`config.mk`:
```
export PLATFORM = sky130hd
export DESIGN_NAME = free_list_flat
export DESIGN_NICKNAME = d
export VERILOG_FILES = /design/src/rtl/free_list_if.sv /design/src/rtl/free_list.sv /design/src/flat_wrapper.sv
export SDC_FILE = /design/constraint.sdc
export NUM_CORES = 1
export LEC_CHECK = 0
export ABC_AREA = 1
export CORE_MARGIN = 2
export CORE_UTILIZATION = 48
export CTS_CLUSTER_DIAMETER = 100
export CTS_CLUSTER_SIZE = 10
export DETAILED_ROUTE_END_ITERATION = 10
export DONT_BUFFER_PORTS = 1
export GPL_TIMING_DRIVEN = 1
export SYNTH_ARGS = -nofsm -noshare
export SYNTH_HDL_FRONTEND = slang
export SYNTH_SLANG_ARGS = --single-unit
```
`constraint.sdc`:
```
create_clock -name clock -period 3.75 [get_ports clock]
set_clock_uncertainty 0.2 [all_clocks]
set_input_delay 0.75 -clock clock [delete_from_list [all_inputs] [get_ports clock]]
set_output_delay 0.75 -clock clock [all_outputs]
set_load 0.03 [all_outputs]
```
`src/rtl/free_list_if.sv`:
```
// Dispatch / retire / rollback bus between the ROB-side control and the
// physical-register free list. The core side drives through master; the free
// list itself attaches through slave.
interface free_list_if #(
  parameter int NUM_PR   = 64,
  parameter int NUM_ARCH = 32,
  parameter int NUM_ROB  = 32
);
  localparam int TW = $clog2(NUM_PR);
  localparam int RW = $clog2(NUM_ROB);
  localparam int CW = $clog2(NUM_PR - NUM_ARCH) + 1;

  logic                 en;
  logic                 dispatch_en;
  logic [1:0][RW-1:0]   dispatch_ROB_idx;
  logic [1:0]           retire_en;
  logic [1:0][TW-1:0]   retire_Told_idx;
  logic                 rollback_en;
  logic [RW-1:0]        rollback_ROB_idx;
  logic [1:0][TW-1:0]   T_idx;
  logic                 FL_valid;
  logic [CW-1:0]        free_count;

  modport master (
    output en, dispatch_en, dispatch_ROB_idx, retire_en, retire_Told_idx,
           rollback_en, rollback_ROB_idx,
    input  T_idx, FL_valid, free_count
  );

  modport slave (
    input  en, dispatch_en, dispatch_ROB_idx, retire_en, retire_Told_idx,
           rollback_en, rollback_ROB_idx,
    output T_idx, FL_valid, free_count
  );
endinterface

```
`src/rtl/free_list.sv`:
```
// 2-wide physical-register free list: circular buffer of free tags with a
// wrap-bit head/tail, plus a per-ROB-entry snapshot of head for rollback.
// Optional macro FL_BYPASS_EN lets retiring tags feed same-cycle dispatch
// when the buffer holds fewer than two tags.
module free_list #(
  parameter int NUM_PR    = 64,
  parameter int NUM_ARCH  = 32,
  parameter int NUM_ROB   = 32,
  parameter int NUM_SUPER = 2
) (
  input  logic      clock,
  input  logic      reset,
  free_list_if.slave bus
);
  localparam int FL_SIZE = NUM_PR - NUM_ARCH;
  localparam int IW      = $clog2(FL_SIZE);
  localparam int PW      = IW + 1;
  localparam int TW      = $clog2(NUM_PR);

  logic [TW-1:0] r_fl   [FL_SIZE];
  logic [PW-1:0] r_snap [NUM_ROB];
  logic [PW-1:0] r_head;
  logic [PW-1:0] r_tail;

  logic [PW-1:0]                 w_count;
  logic [PW-1:0]                 w_head1;
  logic [PW-1:0]                 w_tail1;
  logic [1:0]                    w_push_cnt;
  logic [1:0]                    w_pop_n;
  logic [1:0]                    w_byp_n;
  logic [1:0]                    w_byp_eff;
  logic                          w_fl_valid;
  logic                          w_dispatch;
  logic                          w_rollback;
  logic [PW-1:0]                 w_head_next;
  logic [PW-1:0]                 w_tail_next;
  logic [NUM_SUPER-1:0]          w_wr_en;
  logic [NUM_SUPER-1:0][IW-1:0]  w_wr_idx;
  logic [NUM_SUPER-1:0][TW-1:0]  w_wr_data;

  assign w_count    = r_tail - r_head;
  assign w_head1    = r_head + PW'(1);
  assign w_tail1    = r_tail + PW'(1);
  assign w_push_cnt = 2'(bus.retire_en[0]) + 2'(bus.retire_en[1]);

  // Offered tags, dispatch legality and how many tags come out of the buffer.
  always_comb begin
    bus.T_idx[0] = r_fl[r_head[IW-1:0]];
    bus.T_idx[1] = r_fl[w_head1[IW-1:0]];
    w_pop_n      = 2'd2;
    w_byp_n      = 2'd0;
`ifdef FL_BYPASS_EN
    w_fl_valid   = (({1'b0, w_count} + (PW+1)'(w_push_cnt)) >= (PW+1)'(2))
                   & ~bus.rollback_en;
    if (w_count == PW'(0)) begin
      bus.T_idx[0] = bus.retire_Told_idx[0];
      bus.T_idx[1] = bus.retire_Told_idx[1];
      w_pop_n      = 2'd0;
      w_byp_n      = 2'd2;
    end else if (w_count == PW'(1)) begin
      bus.T_idx[1] = bus.retire_Told_idx[0];
      w_pop_n      = 2'd1;
      w_byp_n      = 2'd1;
    end
`else
    w_fl_valid   = (w_count >= PW'(2)) & ~bus.rollback_en;
`endif
  end

  assign bus.FL_valid   = w_fl_valid;
  assign bus.free_count = w_count;
  assign w_dispatch     = bus.en & bus.dispatch_en & w_fl_valid;
  assign w_rollback     = bus.en & bus.rollback_en;
  assign w_byp_eff      = w_dispatch ? w_byp_n : 2'd0;

  // Retired tags that were not bypassed are packed into consecutive tail slots.
  always_comb begin
    w_wr_en      = '0;
    w_wr_idx[0]  = r_tail[IW-1:0];
    w_wr_idx[1]  = w_tail1[IW-1:0];
    w_wr_data[0] = bus.retire_Told_idx[0];
    w_wr_data[1] = bus.retire_Told_idx[1];
    if (w_byp_eff == 2'd0) begin
      w_wr_en = {bus.en & bus.retire_en[1], bus.en & bus.retire_en[0]};
    end else if (w_byp_eff == 2'd1) begin
      w_wr_en[0]   = bus.en & bus.retire_en[1];
      w_wr_data[0] = bus.retire_Told_idx[1];
    end
  end

  // Pointer next-state: rollback overrides dispatch, retire always advances tail.
  always_comb begin
    w_head_next = r_head;
    w_tail_next = r_tail;
    if (bus.en) begin
      w_tail_next = r_tail + PW'(w_push_cnt) - PW'(w_byp_eff);
      if (w_rollback) begin
        w_head_next = r_snap[bus.rollback_ROB_idx];
      end else if (w_dispatch) begin
        w_head_next = r_head + PW'(w_pop_n);
      end
    end
  end

  // Head/tail registers; reset leaves the buffer full (tail has wrap bit set).
  always_ff @(posedge clock) begin
    if (reset) begin
      r_head <= '0;
      r_tail <= PW'(FL_SIZE);
    end else begin
      r_head <= w_head_next;
      r_tail <= w_tail_next;
    end
  end

  // Tag storage: reset image holds every non-architectural tag, retire pushes.
  always_ff @(posedge clock) begin
    if (reset) begin
      for (int i = 0; i < FL_SIZE; i++) begin
        r_fl[i] <= TW'(NUM_ARCH + i);
      end
    end else begin
      if (w_wr_en[0]) r_fl[w_wr_idx[0]] <= w_wr_data[0];
      if (w_wr_en[1]) r_fl[w_wr_idx[1]] <= w_wr_data[1];
    end
  end

  // Snapshot of pre-increment head per dispatched ROB slot, for rollback.
  always_ff @(posedge clock) begin
    if (reset) begin
      for (int i = 0; i < NUM_ROB; i++) begin
        r_snap[i] <= '0;
      end
    end else if (w_dispatch) begin
      r_snap[bus.dispatch_ROB_idx[0]] <= r_head;
      r_snap[bus.dispatch_ROB_idx[1]] <= w_head1;
    end
  end

`ifndef SYNTHESIS
  // Occupancy can never exceed the buffer; a violation means a push while full.
  a_no_overflow: assert property (@(posedge clock) disable iff (reset)
    (w_tail_next - w_head_next) <= PW'(FL_SIZE));
`endif
endmodule

```
`src/flat_wrapper.sv`:
```
// flat-port wrapper written by rule: the top's interface ports become plain ports
module free_list_flat 
#(
  parameter int NUM_PR    = 64,
  parameter int NUM_ARCH  = 32,
  parameter int NUM_ROB   = 32,
  parameter int NUM_SUPER = 2
)
  (clock, reset, bus_en, bus_dispatch_en, bus_dispatch_ROB_idx, bus_retire_en, bus_retire_Told_idx, bus_rollback_en, bus_rollback_ROB_idx, bus_T_idx, bus_FL_valid, bus_free_count);
  free_list_if #(.NUM_PR(NUM_PR), .NUM_ARCH(NUM_ARCH), .NUM_ROB(NUM_ROB)) bus_i ();
  input  logic clock;
  input  logic reset;
  input wire logic [$bits(bus_i.en)-1:0] bus_en;
  input wire logic [$bits(bus_i.dispatch_en)-1:0] bus_dispatch_en;
  input wire logic [$bits(bus_i.dispatch_ROB_idx)-1:0] bus_dispatch_ROB_idx;
  input wire logic [$bits(bus_i.retire_en)-1:0] bus_retire_en;
  input wire logic [$bits(bus_i.retire_Told_idx)-1:0] bus_retire_Told_idx;
  input wire logic [$bits(bus_i.rollback_en)-1:0] bus_rollback_en;
  input wire logic [$bits(bus_i.rollback_ROB_idx)-1:0] bus_rollback_ROB_idx;
  output wire logic [$bits(bus_i.T_idx)-1:0] bus_T_idx;
  output wire logic [$bits(bus_i.FL_valid)-1:0] bus_FL_valid;
  output wire logic [$bits(bus_i.free_count)-1:0] bus_free_count;
  assign bus_i.en = bus_en;
  assign bus_i.dispatch_en = bus_dispatch_en;
  assign bus_i.dispatch_ROB_idx = bus_dispatch_ROB_idx;
  assign bus_i.retire_en = bus_retire_en;
  assign bus_i.retire_Told_idx = bus_retire_Told_idx;
  assign bus_i.rollback_en = bus_rollback_en;
  assign bus_i.rollback_ROB_idx = bus_rollback_ROB_idx;
  assign bus_T_idx = bus_i.T_idx;
  assign bus_FL_valid = bus_i.FL_valid;
  assign bus_free_count = bus_i.free_count;
  free_list #(.NUM_PR(NUM_PR), .NUM_ARCH(NUM_ARCH), .NUM_ROB(NUM_ROB), .NUM_SUPER(NUM_SUPER)) u_core (.clock(clock), .reset(reset), .bus(bus_i));
endmodule
```
==> run summary, run 1 <==
The share of the clock period used by the worst path after layout came out at 99.9%. The area growth from synthesis to layout is 11.3%. At the pin with the least slew margin, the transition time is 1.31 ns.

The run gives 12.6% as the worst slew margin relative to its limit. The slowest stage of the critical path is the dfxtp_4 cell. The worst-case reg-to-reg path depth came out at 16. The signal on the critical path passes through ha_4 -> buf_4 -> buf_12 -> o311ai_4 -> o211ai_1 -> nand2_1 -> inv_1 -> o21ai_2 -> buf_4. Counting every sink on the clock net gives 401.

Routability-driven placement finished with a final weighted congestion of 1.02. For this design the ratio of total power to cell area is 411 nW/um^2. Leaving out fill and tap cells, the most frequent cell in the layout is nand2_1.

After the last flow step, the layout net total stands at 3,195. The most used flip-flop cell after synthesis is edfxtp_1. The post-detailed-route DRC marker count was 1; the minimum setup slack among reg-to-reg paths was 0.14 ns.

The detailed router placed 23,825 vias in this run. Of all cell types, the one taking the most synthesized area is edfxtp_1. The minimum hold slack came out at 0.0611 ns.

The run gives 97,300 um as the final wirelength. The die covers 53,100 sq um. The run gives 0.00450 ns as the final worst-path setup slack. In this run, synthesis inferred 384 flip-flops with an integrated enable.

Static timing analysis puts the maximum clock frequency at 267 MHz. Mean routed wirelength per cell: 25.3 um. The analysis attributes to net switching a power of 3.34 mW. The die is 230 um wide. During synthesis, Yosys emitted a total of 0 warnings. The worst-case IR drop observed on VDD is 0.314 mV. The ratio of routed vias to standard cells was 6.19; the number of primary I/O pins was 53. The number of cells on the worst hold path was 2. The synthesized design contains 401 register bits. The first global-routing pass estimated 144,000 um of wire. The endpoint identified for the worst register-to-register timing path is u_core.r_snap[2][0]. The core region is 51,000 sq um. The startpoint identified for the worst hold timing path is reset. Of the total power, the share spent switching nets is 29.6%. The run gives 24,600 sq um as the area of the mapped netlist. The number of DRC markers in iteration 0 is 2,942, and the clock network latency to the later pin of the worst-skew pair is 0.59 ns. The startpoint identified for the worst register-to-register timing path is u_core.r_tail[0].

For hold timing, the worst endpoint is u_core.r_tail[5]. The initial standard-cell utilization of the core came out at 48.3%. In this run the remaining antenna-violating nets after routing total 0. Combinational cells account for 17.7% of the total power.

The number of pins exceeding their max-slew limit in the final report is 0, and the internal portion of total power is 7.94 mW. The number of cells in the finished layout apart from fillers is 3,850. Buffers placed on the I/O ports in this run total 0. Of all nets on the critical path, the largest fanout is 17.

The largest single stage delay on the critical path is 0.39 ns. Ranked by total cell area, the synthesized netlist is headed by edfxtp_1, nand2_1, nor2_1. The tools report the aggregate global routing overflow as 0. Once placement finished, the instance area stood at 25,800 sq um.

The final reports fail on DRC. In this run, flip-flops and latches consume 45.1% of the power. The share of the yosys chip area belonging to registers was 48.2%; the worst endpoint data arrival time was 2.80 ns. Leaving out fill and tap cells, the most frequent cells in the layout are nand2_1, nor2_1, edfxtp_1. The average instance area after synthesis is 7.77 sq um. The logs give 46 for the CTS buffer count and 36.4% for the total global routing track utilization. The critical path runs through a total of 9 cells. In this design, the largest share of critical-path delay is due to compound AO/OA/AOI/OAI gates. Of the cells placed in the final design, the portion with a size suffix greater than 1 is 8.96%. The share of total power in the clock network is 37.2%, and the detailed-routing iteration count for the pre-antenna-repair pass is 11. The logs give 44 for the number of distinct standard cells referenced by the synthesized netlist and 53.8% for the utilization after layout.

The number of max-cap violations was 0. The run gives 0 as the count of endpoints failing hold in the final timing report. Including well taps, the total number of placed cells is 3,774. Summed over its instances, the top area cell type makes up 46.8% of the synthesized netlist area. The maximum count of clock buffers along a single path is 3, and the number of buffers and inverters on the critical path is 4. The worst setup path is captured at an output port.

For the row count, the log shows 83. Clock tree synthesis selected as its root buffer the cell clkbuf_16. For the finished layout, the period the worst path requires is 3.75 ns.

The number of global-route vias before repair is 22,728, and the number of antenna diodes is 0. For the final design instance area without fill, the log shows 27,400 sq um. For the half-perimeter wire length after placement, the log shows 65,000 um. The analysis attributes to cell leakage a power of 10.4 nW. Synthesis produced a netlist whose cell count is 3,170. The tools report the kind of start point of the critical path as a flop. Kind of critical path: reg2out. After clock tree synthesis, the clock-pin slew on the worst setup and hold paths is 0.05 ns. The run finished, with violations left. Before CTS, the worst setup slack after placement is 0.309 ns. Setup violations remaining at the end of the flow were counted as 0. TritonCTS built the clock tree. In this design, the critical path's most frequently occurring cell is buf_4. The deepest level of the CTS H-tree was 2; the required time of the critical path was 2.80 ns. The maximum number of pins on one net before global-route repair was 98; the post-synthesis async set-or-reset flop share was 0%. In this run the worst hold path is classified as in2reg. Initial antenna violation count: 0. When the netlist entered floorplanning its net count stood at 3,214. From bottom edge to top edge, the die measures 230 um.
-- worst max path at each step --
| stage | startpoint | end | slack, ns |
|---|---|---|---|
| floorplan | u_core.r_head[3] | u_core.r_snap[14][0] | 0.25 |
| global placement | u_core.r_head[0] | bus_T_idx[11] | 0.33 |
| detailed placement | u_core.r_head[0] | bus_T_idx[11] | 0.31 |
| CTS | u_core.r_head[0] | bus_T_idx[11] | 0.006 |
| global route | u_core.r_head[0] | bus_T_idx[7] | -0.008 |
| finish | u_core.r_head[0] | bus_T_idx[7] | 0.005 |
-- final cells by class --
type	instances	area, sq um
Timing Repair Buffer	144	1290
Tap cell	680	851
Sequential cell	401	11900
Clock buffer	66	1290
Multi-Input combinational cell	2289	11100
Fill cell	4803	23600
Clock inverter	1	8.76
Inverter	269	1030
-- through the flow --
| step | TNS, ns | power [mW] |
|---|---|---|
| floorplan | 0 | 6.28 |
| global placement | 0 | 6.98 |
| detailed placement | 0 | 6.99 |
| CTS | 0 | 11.2 |
| global route | -0.00798 | 11.5 |
| finish | 0 | 11.3 |
-- synth_stat cells, types with 3 or more instances --
library cell  instances
a31oi_1              11
inv_2                16
dfxtp_1              17
o221ai_1             19
o32ai_1               9
a21oi_1              89
nor2_8                3
nand4_1               3
and3_1                3
nand3_1             287
o22ai_1             169
buf_6                 4
nor2_2               12
clkbuf_1            151
edfxtp_1            384
o211ai_1             79
o311ai_0             25
nand2_2              19
a22oi_1              28
inv_1               245
o31ai_1               6
a32oi_1               5
nor2_1              426
ha_1                  8
buf_4                 6
buf_1                20
o21ai_0             182
mux2i_1               6
nand2_1             865
buf_2                30
o2111ai_1             4
nor3_2                4
clkinv_1              8
nor3_1               14
-- routing by layer --
layer	global-route usage (%)	part of all wire [%]	vias to the layer above
li1	-	-	10845
met1	44.5	37	11160
met2	61.0	47	1443
met3	6.58	9.5	377
met4	20.0	6.4	0
met5	0	0	-
-- power groups by stage --
stage	logic [mW]	clock network (mW)	registers (mW)
6_report	1.99	4.19	5.09
5_1_grt	2.10	4.35	5.10
4_1_cts	1.88	4.20	5.09
3_5_place_dp	1.82	0	5.18
3_3_place_gp	1.81	0	5.18
2_1_floorplan	1.13	0	5.14
-- state kept, by name, summed over array words and instances (netlist names), named ones only --
name,cells
u_core.r_fl,192
u_core.r_head,6
u_core.r_tail,6
u_core.r_snap,192
-- logic make-up (layout without fill, tap and decap cells) --
family / count (synthesis) / after routing / synth area share, %
compound gates: 628 / 628 / 15.8
xor+xnor: 4 / 4 / 0.142
fa+ha+maj: 10 / 10 / 0.569
buf+inv: 480 / 480 / 7.68
flops: 401 / 401 / 48.2
mux: 6 / 6 / 0.244
simple gates: 1641 / 1641 / 27.4
-- repair_timing --
| item | in CTS | in global routing |
|---|---|---|
| hold buffers | 0 | 0 |
| pin swaps | 1 | 6 |
| setup endpoints to repair | 6 | 6 |
| buffers inserted | 5 | 3 |
| gates resized for setup | 22 | 38 |
| gates cloned | 1 | 0 |
| endpoints found under the hold margin | 0 | 0 |
Note: power is estimated with default switching activity, not from simulation.
==> run 2: changes to the inputs <==
--- a/config.mk
+++ b/config.mk
@@ -5,7 +5,6 @@
 export SDC_FILE = /design/constraint.sdc
 export NUM_CORES = 1
 export LEC_CHECK = 0
-export ABC_AREA = 1
 export CORE_MARGIN = 2
 export CORE_UTILIZATION = 48
 export CTS_CLUSTER_DIAMETER = 100
==> run 2 against run 1 <==
The run ends with setup timing left. Clock power is 2% lower. Hold slack worse by 0.0020 ns. Combinational power is 8% lower. Final cell count is 30% lower. Global-route usage is 2.6 points lower. Worst setup slack worse by 0.068 ns. Area after synthesis is 4.0% lower. Largest cell class unchanged.
==> run summary, run 2 <==
The run finished, with violations left. The final reports fail on setup timing. For this run, the total global-route usage over all layers was measured as 33.8%. The area growth from synthesis to layout is 12.9%. The commonest cells after synthesis are edfxtp_1, o21ai_0, nand2_1, mux4_2, nor2_1. In this run the tightest slew margin relative to its limit is 19.0%.

The run gives 57,500 um as the half-perimeter wire length after placement. The worst setup path is of the reg2out kind. The number of enable-type register cells in the synthesized netlist is 384. Setup repair after global routing could not meet its margin everywhere. In this run the core area contains 81 standard-cell rows. Leaving out fill and tap cells, the most frequent cell in the layout is edfxtp_1.

In this run the worst hold path is classified as in2reg. For the pin with the worst max-slew slack, the measured transition is 1.21 ns. Summing the areas of all fa, ha and maj instances in the mapped netlist gives 0.593% of the synthesized area. TritonCTS built the clock tree. For the worst setup path, the data arrival time is 2.86 ns.

The tools report the cell count after synthesis as 2,006. The number of global-route vias before repair is 18,375, and the deepest level of the CTS H-tree is 2. After synthesis, the largest family of logic cells by area is multiplexers. The simple-gate share of the synthesized area came out at 13.8%. The cell at the root of the clock tree was clkbuf_16.

The die is 226 um wide. The number of pins exceeding their max-slew limit in the final report came out at 0. Yosys printed 0 warnings. The worst setup path is captured at an output port. The ratio of routed vias to standard cells works out to 7.14. In the final layout, the registers with the most flip-flops are u_core.r_fl (192), u_core.r_snap (192).

The initial antenna violation count is 2, and the number of setup violations in the final report is 9. Counting distinct cell types in the post-synthesis netlist gives 62. The worst path in the final design needs a cycle of 3.81 ns, including I/O delays and setup. The floorplan step defined a core boundary enclosing 48,700 sq um. In the synthesized netlist the dominant register cell turns out to be edfxtp_1. Count of state elements after synthesis: 401. During I/O placement, the number of pins put on the boundary was 53. The run gives 11.0 mW as the overall power. The biggest area consumer among synthesized cells was edfxtp_1.

Clock latency on the worst-skew pair, taken at its later pin, is 0.60 ns. In this run the power density over the cells is 414 nW/um^2. The vertical extent of the die is 226 um, and the maximum frequency from static timing analysis is 262 MHz.

The post-synthesis mux area share is 18.1%, and the maximum count of clock buffers along a single path is 3. The tools report the detailed-routing iteration count for the pre-antenna-repair pass as 6. The routed layout has 19,232 vias. The number of nets in the synthesized netlist is 2,050. For this design the static power due to leakage is 8.16 nW.

For the utilization after layout, the log shows 54.7%. The worst-case IR drop observed on VDD is 0.318 mV. The tools report the initial standard-cell utilization of the core as 48.5%.

Ranked by total cell area, the synthesized netlist is headed by edfxtp_1, mux4_2, o21ai_0. The final layout contains 2,054 nets. After clock tree synthesis, the flow added hold-fix buffers numbering 0. The tools report the number of DRC markers in iteration 0 as 2,955. The share of the yosys chip area belonging to registers was 50.2%.

In the post-synthesis netlist, the cell with the most instances is edfxtp_1. In the layout the commonest cells are edfxtp_1, o21ai_0, nand2_1. Summing every instance area after synthesis gives 23,600 sq um. The xor and xnor area share after synthesis is 0.704%, and the post-detailed-route DRC marker count is 0.

Counting the buffers created by CTS gives 46. The wire length of the first global-routing pass was 125,000 um; the post-synthesis async set-or-reset flop share was 0%. Routability-driven placement finished with a final weighted congestion of 0.961. In this run the biggest area consumer among cell types represents 48.8% of the synthesized area. The mean routed wirelength per cell was 31.8 um.

The average instance area after synthesis was 11.8 sq um. The kind of start point of the critical path was a flop. The count of input and output buffers was 0; the number of antenna-violating nets in the routed design was 0. After clock tree synthesis, the clock-pin slew on the worst setup and hold paths is 0.05 ns.

CTS saw 401 sinks. Of the cells placed in the final design, the portion with a size suffix greater than 1 is 22.1%. Counting tap cells, the placed design contains a total of 2,599 instances.

Global routing finished with a remaining overflow of 0. The final worst-path setup slack was -0.0637 ns. For the worst setup path, the data required time is 2.80 ns. Of all nets on the critical path, the largest fanout is 10. Setup TNS: -0.300 ns. Wires add up to 85,700 um. Count of endpoints failing hold in the final timing report: 0. The run gives 2,693 as the number of cells in the finished layout apart from fillers. Dividing the final minimum period by the clock period gives 102%. The tools report the maximum number of pins on one net before global-route repair as 55. The tool flagged a number of max-cap violations equal to 0.

The synthesized-area fraction occupied by ao, oa, aoi and oai cells came out at 12.5%. The floorplan step defined a die boundary enclosing 51,000 sq um. The run gives 0 as the number of antenna diodes.
## run 2: cell types whose count changed in the layout (fill, tap and decap cells not counted), moves of 123 or more
cell | previous run | this run
nor2_1 | 425 | 134
o22ai_1 | 169 | 46
mux4_2 | 0 | 168
nand3_1 | 287 | 119
nand2_1 | 863 | 178
inv_1 | 242 | 16
## run 2: cells by family (layout without fill, tap and decap cells)
logic type               count (synthesis)  in the layout
adder cells (fa/ha/maj)                 10             10
multiplexers                           215            215
AO/OA/AOI/OAI                          465            465
XOR/XNOR                                19             19
buffers and inverters                  229            252
flip-flops                             401            401
AND/OR/NAND/NOR                        667            667
## run 2: report_power, final
| group | switching [mW] | internal [mW] | leakage [nW] |
|---|---|---|---|
| sequential | 0.0773 | 5.02 | 3.71 |
| clock | 1.83 | 2.28 | 0.618 |
| combinational | 1.09 | 0.748 | 3.82 |
| total | 2.99 | 8.05 | 8.16 |
## run 2: path summary, 6_finish.rpt
| kind | slack [ns] | cells after the start | from | to |
|---|---|---|---|---|
| max | -0.06 | 7 | u_core.r_head[0] | bus_T_idx[6] |
| min | 0.06 | 1 | reset | u_core.r_tail[3] |
| max reg2reg | 0.17 | 9 | u_core.r_head[0] | u_core.r_snap[8][5] |
| min reg2reg | 0.36 | 2 | u_core.r_tail[5] | u_core.r_tail[5] |
## run 2: per-stage QoR
step / area [sq um] / hold slack [ns] / setup slack [ns]
final: 26700 / 0.0592 / -0.0637
after global placement: 24900 / 0.341 / -0.304
after global routing: 26700 / 0.0350 / -0.101
after floorplan: 23700 / 0.284 / 0.0409
after detailed placement: 24900 / 0.353 / -0.240
after CTS: 26600 / 0.0429 / -0.0762
## run 2: layer usage
| metal | global-route usage, % | up-vias | wire [um] |
|---|---|---|---|
| met2 | 54.1 | 1547 | 39900 |
| met4 | 19.5 | 4 | 5870 |
| met3 | 8.04 | 322 | 10600 |
| met5 | 0 | - | 26 |
| met1 | 42.2 | 9400 | 29400 |
| li1 | - | 7959 | - |
## run 2: final cells by class
type	count	area [sq um]
flip-flops and latches	401	11900
repair buffers	158	1590
fillers	4120	22100
well taps	664	831
clock buffers	64	1240
inverters	27	101
multi-input cells	1376	11000
clock inverters	3	41.3
## run 2: critical path: stages (launching register included)
cell and delay, ns:
dfxtp_4 0.37, ha_4 0.39, buf_12 0.18, mux4_2 0.53
mux2i_2 0.25, mux4_2 0.37, inv_2 0.06, buf_12 0.13
## run 2: repair_timing
item | 4_1_cts | 5_1_grt
setup endpoints to repair | 15 | 26
pin swaps | 6 | 4
resized for setup | 38 | 6
cloned | 4 | 3
buffers inserted | 14 | 8
